## src/rtl/regfile_multiport.sv

```systemverilog
// regfile_multiport: parametrised integer register file with NUM_RD registered
// read ports, one write-back port with sub-word extension, and a handshaked
// bulk-initialisation engine that streams one register per cycle.
// Optional build macro REGFILE_BYPASS_EN: when defined, reads are write-first
// (same-edge forwarding of the write value); otherwise reads are read-first.
module regfile_multiport #(
  parameter int XLEN     = 32,
  parameter int NUM_REGS = 32,
  parameter int NUM_RD   = 2,
  parameter int AW       = $clog2(NUM_REGS)
) (
  input  logic                     clk,
  input  logic                     reset,
  input  logic [NUM_RD*AW-1:0]     rd_addr,
  output logic [NUM_RD*XLEN-1:0]   rd_data,
  input  logic [2:0]               wr_mode,
  input  logic [AW-1:0]            wr_addr,
  input  logic [XLEN-1:0]          wr_data,
  input  logic                     init_start,
  input  logic                     init_valid,
  output logic                     init_ready,
  input  logic [XLEN-1:0]          init_data,
  output logic                     busy,
  output logic                     init_done,
  output logic [NUM_REGS*XLEN-1:0] snapshot
);

  localparam logic [1:0] S_IDLE = 2'd0;
  localparam logic [1:0] S_LOAD = 2'd1;
  localparam logic [1:0] S_DONE = 2'd2;

  localparam logic [AW-1:0] IDX_FIRST = AW'(1);
  localparam logic [AW-1:0] IDX_LAST  = AW'(NUM_REGS - 1);

  logic [XLEN-1:0]        regs_q [NUM_REGS];
  logic [1:0]             state_q, state_d;
  logic [AW-1:0]          idx_q, idx_d;
  logic [NUM_RD*XLEN-1:0] rd_data_q;

  // Merged write port (core write-back or init engine)
  logic            we_w;
  logic [AW-1:0]   wa_w;
  logic [XLEN-1:0] wv_w;

  // Value written for a given write-back mode; unused modes give zero.
  function automatic logic [XLEN-1:0] extend(input logic [2:0] mode,
                                             input logic [XLEN-1:0] d);
    case (mode)
      3'd1:    return d;
      3'd2:    return {{(XLEN-16){d[15]}}, d[15:0]};
      3'd3:    return {{(XLEN-8){d[7]}}, d[7:0]};
      3'd4:    return {{(XLEN-16){1'b0}}, d[15:0]};
      3'd5:    return {{(XLEN-8){1'b0}}, d[7:0]};
      default: return '0;
    endcase
  endfunction

  // Only modes 1..5 write; X/Z modes fall into the default branch.
  function automatic logic mode_writes(input logic [2:0] mode);
    case (mode)
      3'd1, 3'd2, 3'd3, 3'd4, 3'd5: return 1'b1;
      default:                      return 1'b0;
    endcase
  endfunction

  // Select the single writer for this cycle; core writes only while IDLE
  always_comb begin
    we_w = 1'b0;
    wa_w = wr_addr;
    wv_w = extend(wr_mode, wr_data);
    if (state_q == S_LOAD) begin
      wa_w = idx_q;
      wv_w = init_data;
      we_w = init_valid && (idx_q != '0);
    end else if (state_q == S_IDLE) begin
      we_w = mode_writes(wr_mode) && (wr_addr != '0);
    end
  end

  // Init engine next-state: IDLE -> LOAD -> DONE -> IDLE
  always_comb begin
    state_d = state_q;
    idx_d   = idx_q;
    case (state_q)
      S_IDLE: begin
        if (init_start) begin
          state_d = S_LOAD;
          idx_d   = IDX_FIRST;
        end
      end
      S_LOAD: begin
        if (init_valid) begin
          if (idx_q == IDX_LAST) state_d = S_DONE;
          else                   idx_d   = idx_q + AW'(1);
        end
      end
      S_DONE:  state_d = S_IDLE;
      default: state_d = S_IDLE;
    endcase
  end

  // State, register array and registered read ports
  always_ff @(posedge clk) begin
    if (reset) begin
      state_q   <= S_IDLE;
      idx_q     <= IDX_FIRST;
      rd_data_q <= '0;
      for (int i = 0; i < NUM_REGS; i++) regs_q[i] <= '0;
    end else begin
      state_q <= state_d;
      idx_q   <= idx_d;
      if (we_w) regs_q[wa_w] <= wv_w;
      for (int p = 0; p < NUM_RD; p++) begin
`ifdef REGFILE_BYPASS_EN
        if (we_w && (wa_w == rd_addr[p*AW +: AW]))
          rd_data_q[p*XLEN +: XLEN] <= wv_w;
        else
          rd_data_q[p*XLEN +: XLEN] <= regs_q[rd_addr[p*AW +: AW]];
`else
        rd_data_q[p*XLEN +: XLEN] <= regs_q[rd_addr[p*AW +: AW]];
`endif
      end
    end
  end

  assign rd_data    = rd_data_q;
  assign init_ready = (state_q == S_LOAD);
  assign busy       = (state_q != S_IDLE);
  assign init_done  = (state_q == S_DONE);

  for (genvar i = 0; i < NUM_REGS; i++) begin : g_snap
    assign snapshot[i*XLEN +: XLEN] = regs_q[i];
  end

endmodule

```

## config.mk

```make
export PLATFORM = sky130hd
export DESIGN_NAME = regfile_multiport
export DESIGN_NICKNAME = d
export VERILOG_FILES = /design/src/rtl/regfile_multiport.sv
export SDC_FILE = /design/constraint.sdc
export NUM_CORES = 2
export LEC_CHECK = 0
export CORE_AREA = 4 4 450 452
export CTS_BUF_LIST = sky130_fd_sc_hd__clkbuf_4 sky130_fd_sc_hd__clkbuf_8
export DETAILED_ROUTE_END_ITERATION = 12
export DIE_AREA = 0 0 454 456
export SLEW_MARGIN = 20
export SYNTH_ARGS = -nofsm -noshare
export SYNTH_HDL_FRONTEND = slang
export SYNTH_SLANG_ARGS = --single-unit
```

## constraint.sdc

```tcl
create_clock -name clk -period 13.9 [get_ports clk]
set_input_delay 2.78 -clock clk [delete_from_list [all_inputs] [get_ports clk]]
set_output_delay 2.78 -clock clk [all_outputs]
set_load 0.05 [all_outputs]
```

**Word level (Yosys, flattened, before mapping)**

Memories as Yosys holds them, arrays and structs flattened. A register that Yosys moved wholly into a read port is not among the register bits.
Index checks and enable logic that the tools add are counted.

- Bits in registers: 7
- RAM bits: 1024
- Word-level logic and storage cells: 51
- Memories kept: 1

Memories:

| name | depth | width | read ports | clocked after Yosys merged registers in | wr ports | RTL line | source |
|---|---|---|---|---|---|---|---|
| regs_q | 32 | 32 | 34 | 2 | 32 | 35 | `logic [XLEN-1:0] regs_q [NUM_REGS];` |

- $add $sub $neg: 1
- Equal/unequal tests: 12
- Muxes and demuxes: 24
- Reductions and logical operators: 11

Operators by type and width:

| cell | count |
|---|---|
| $pmux W32 S5 | 1 |
| $mux W32 | 2 |
| $reduce_or A32 Y1 | 1 |
| $mux W5 | 5 |
| $mux W1 | 11 |
| $pmux W5 S2 | 1 |
| $reduce_bool A5 Y1 | 2 |
| $eq A3 B2 Y1 const B | 2 |
| $eq A3 B3 Y1 const B | 2 |
| $mux W2 | 3 |
| $ne A2 B2 Y1 const B | 3 |
| $add A5 B1 Y5 const B | 1 |
| $eq A5 B5 Y1 const B | 1 |
| $reduce_or A5 Y1 | 1 |
| $pmux W2 S2 | 1 |
| $reduce_and A4 Y1 | 1 |
| $reduce_bool A2 Y1 | 2 |
| $eq A3 B1 Y1 const B | 1 |
| $reduce_and A3 Y1 | 1 |
| $eq A2 B1 Y1 const B | 1 |
| $eq A2 B2 Y1 const B | 1 |
| $logic_and A1 B1 Y1 | 2 |
| $logic_not A2 Y1 | 1 |
| $ne A2 B1 Y1 const B | 1 |

**Longest topological paths before layout**

- Depth after elaboration: 13
- Depth in mapped cells: 11
- Gate-level depth less buffers: 8

**Least setup slack after synthesis**

No wires, ideal clock.

- Path type: input to register
- From: in wr_addr[3]
- To: mem regs_q[6][0] (enable)
- Setup time: 0.470 ns
- Data arrival time: 6.072 ns
- Required time: 13.430 ns
- Setup slack: 7.358 ns
- Cell stages on the path: 5
- Buffers on the path: 2
- Path through: nand2b_1 -> mux2_2 -> clkbuf_1 -> buf_1 -> o31ai_1

RTL lines:

| element | RTL line | source |
|---|---|---|
| start, declared | 17 | `input logic [AW-1:0] wr_addr,` |
| end, declared | 35 |  |

**Worst setup path in the final report**

- From: reg state_q[0]
- To: out init_ready

- Word-level cells in the longest chain between the ends: 1

RTL lines:

| element | RTL line | source |
|---|---|---|
| start, declared | 36 | `logic [1:0] state_q, state_d;` |
| start signal, assigned | 110 | `state_q <= state_d;` |
| $eq A2 B1 Y1 | 127 | `assign init_ready = (state_q == S_LOAD);` |
| end, declared | 21 | `output logic init_ready,` |

Every way passes these cells.

==> impl_metrics.ini <==
[status]
outcome = finished, final reports clean

[route]
totalWireLength_mm = 355.2
drc = 0
dr.pass1.iters = 6
wire_per_inst_um = 45.53
drtIter0Drc = 6611
ant_nets = 0
via_per_inst = 5.844
num_vias = 45600

[critical_path]
critPathKind = reg -> out
critPathCaptureType = output pin
cp-start-kind = register
cp_data_required_time_ns = 11.12
worst-path-max-fanout = 25
arrival_ns = 4.22

[sta]
worst_slack_ns = 6.898
maxSlewViolCount = 0
fin_skew_ns = 0.05658
fin_crit_ns = 7.002
slew_headroom_pct = 22.03
setup_violations = 0
worst_slew_pin_slew_ns = 1.162
rsz0062_at_grt = false
timing.final.crit_share_pct = 50.37
max_freq_mhz = 142.8
fin_setup_tns_ns = 0
hold_violations = 0

[cts]
insertion_delay_ns = 0.99
cts_root_buffer = clkbuf_8
h-tree-depth = 4
cts_tree = built
path_clk_slew_ns = 0.06
cts_buffers = 192
cts_resized = 0
cts.sinks = 1095
cts_setup_buffers = 0
hold_buffers = 0
cts_buffer_depth = 3

[floorplanning]
core_area_mm2 = 0.1988
io-pin-count = 1177
die_h_um = 456
dieWidth_um = 454
initial_core_util_pct = 27.88
rows = 164
die_area_mm2 = 0.2070

[yosys]
yosys_register_bits = 1095
synth-async-reset-ratio_pct = 0
synth_ff_type = edfxtp_1
synthCells = 3797
avgSynthCellArea_um2 = 14.60
synth_top_area_share_pct = 55.46
synth.most_common_cell = nor2_1
synth_area_leader_cell = edfxtp_1
synth_common_cells = nor2_1, edfxtp_1, mux4_2
synth.area.top_cells = edfxtp_1, mux4_2, nor2_1
netlist_area_mm2 = 0.05544
yosys_warnings = 0
syn-num-nets = 3886
synth_seq_area_share_pct = 58.03
yosysUniqueCellTypes = 57
synth_edf_count = 1024

[finish]
final_cell_area_mm2 = 0.07447
layout-drive-gt1-share_pct = 22.10
nets = 5064
area_growth_pct = 34.32

[run]
cap_violations = 0

[power]
p_total_mw = 9.020
leakage_nw = 25.11
powerDensity_mw_per_mm2 = 121.1
ir_drop_mv = 0.09898

[placement]
post-place-ws_ns = 6.151
port_buffers = 1176
dp_hpwl_mm = 271.7
placed_cell_area_mm2 = 0.07053
routabilityCongestion = 0.9776

[hold_path]
worstHoldPathType = reg -> reg

[global_route]
grt_pass1_wl_mm = 453.6
grt_pass1_vias = 43620
grt_max_degree = 82
antenna_found_initial = 30
grt_usage_pct = 33.26
overflow = 0
==> sequential cells by signal, indices dropped and copies added, names as in the netlist <==
name / cells
regs_q: 1024
rd_data: 64
idx_q: 5
state_q: 2
==> worst paths after layout <==
kind,start,endpoint,slack (ns),cells past startpoint
max,state_q[0]$_SDFFE_PP0P_,init_ready,6.90,4
min,idx_q[0]$_SDFFE_PP1P_,idx_q[0]$_SDFFE_PP1P_,0.61,3
max reg2reg,state_q[1]$_SDFFE_PP0P_,regs_q[26][20]$_SDFFCE_PN0P_,8.95,7
min reg2reg,idx_q[0]$_SDFFE_PP1P_,idx_q[0]$_SDFFE_PP1P_,0.61,3
==> critical path, stage by stage (launching register included) <==
cell and delay (ns):
dfxtp_1 0.53, nand2b_1 0.56, inv_2 0.69, buf_4 0.51, clkdlybuf4s50_1 0.90
==> where the power goes <==
group	leakage (nW)	internal [mW]	switching (mW)
sequential	11.2	3.74	0.164
combinational	11.9	0.580	1.39
clock	2.02	1.64	1.50
==> cell type report <==
class / count / area [um2]
fillers: 18830 / 124400
flip-flops and latches: 1095 / 32170
multi-input cells: 2341 / 21990
repair buffers: 1337 / 13040
well taps: 2656 / 3323
clock buffers: 254 / 3127
clock inverters: 97 / 753.2
diodes: 15 / 37.54
inverters: 8 / 30.03
==> layer usage <==
metal	share of wire (%)	vias up	global-route usage (%)	wire, um
li1	-	17160	-	-
met5	0.023	-	0	82
met1	35	23690	39.33	122900
met4	10	12	26.28	35800
met2	44	3949	49.85	155100
met3	12	792	10.59	41340
==> per-stage QoR <==
| step | hold slack [ns] | std cells | util (%) |
|---|---|---|---|
| after floorplan | 0.5140 | 3797 | - |
| after global placement | 0.5826 | 7436 | 35.47 |
| after detailed placement | 0.5939 | 7436 | 35.47 |
| after CTS | 0.6096 | 7787 | 37.42 |
| after global routing | 0.6654 | 7791 | 37.44 |
| final | 0.6135 | 7803 | 37.45 |
==> cell families after synthesis <==
logic type | after synthesis | synth area share [%]
xor+xnor | 3 | 0.04740
flops | 1095 | 58.03
buf+inv | 361 | 3.114
simple gates | 1331 | 10.03
mux | 726 | 24.77
fa+ha+maj | 3 | 0.06771
compound gates | 278 | 3.943
==> placed cells by master, fill, tap and decap left out, types with 32 or more instances in the layout <==
| cell type | instances |
|---|---|
| nor4_1 | 32 |
| nand2_4 | 36 |
| mux2i_1 | 164 |
| edfxtp_1 | 1024 |
| mux4_2 | 512 |
| a21oi_1 | 66 |
| nor2_1 | 1031 |
| clkinv_1 | 42 |
| a221o_1 | 64 |
| buf_4 | 156 |
| clkbuf_4 | 60 |
| nand2_1 | 136 |
| a221oi_1 | 40 |
| clkdlybuf4s50_1 | 1166 |
| mux2_2 | 41 |
| dfxtp_1 | 71 |
| clkbuf_8 | 195 |
(Power assumes the default switching activity.)
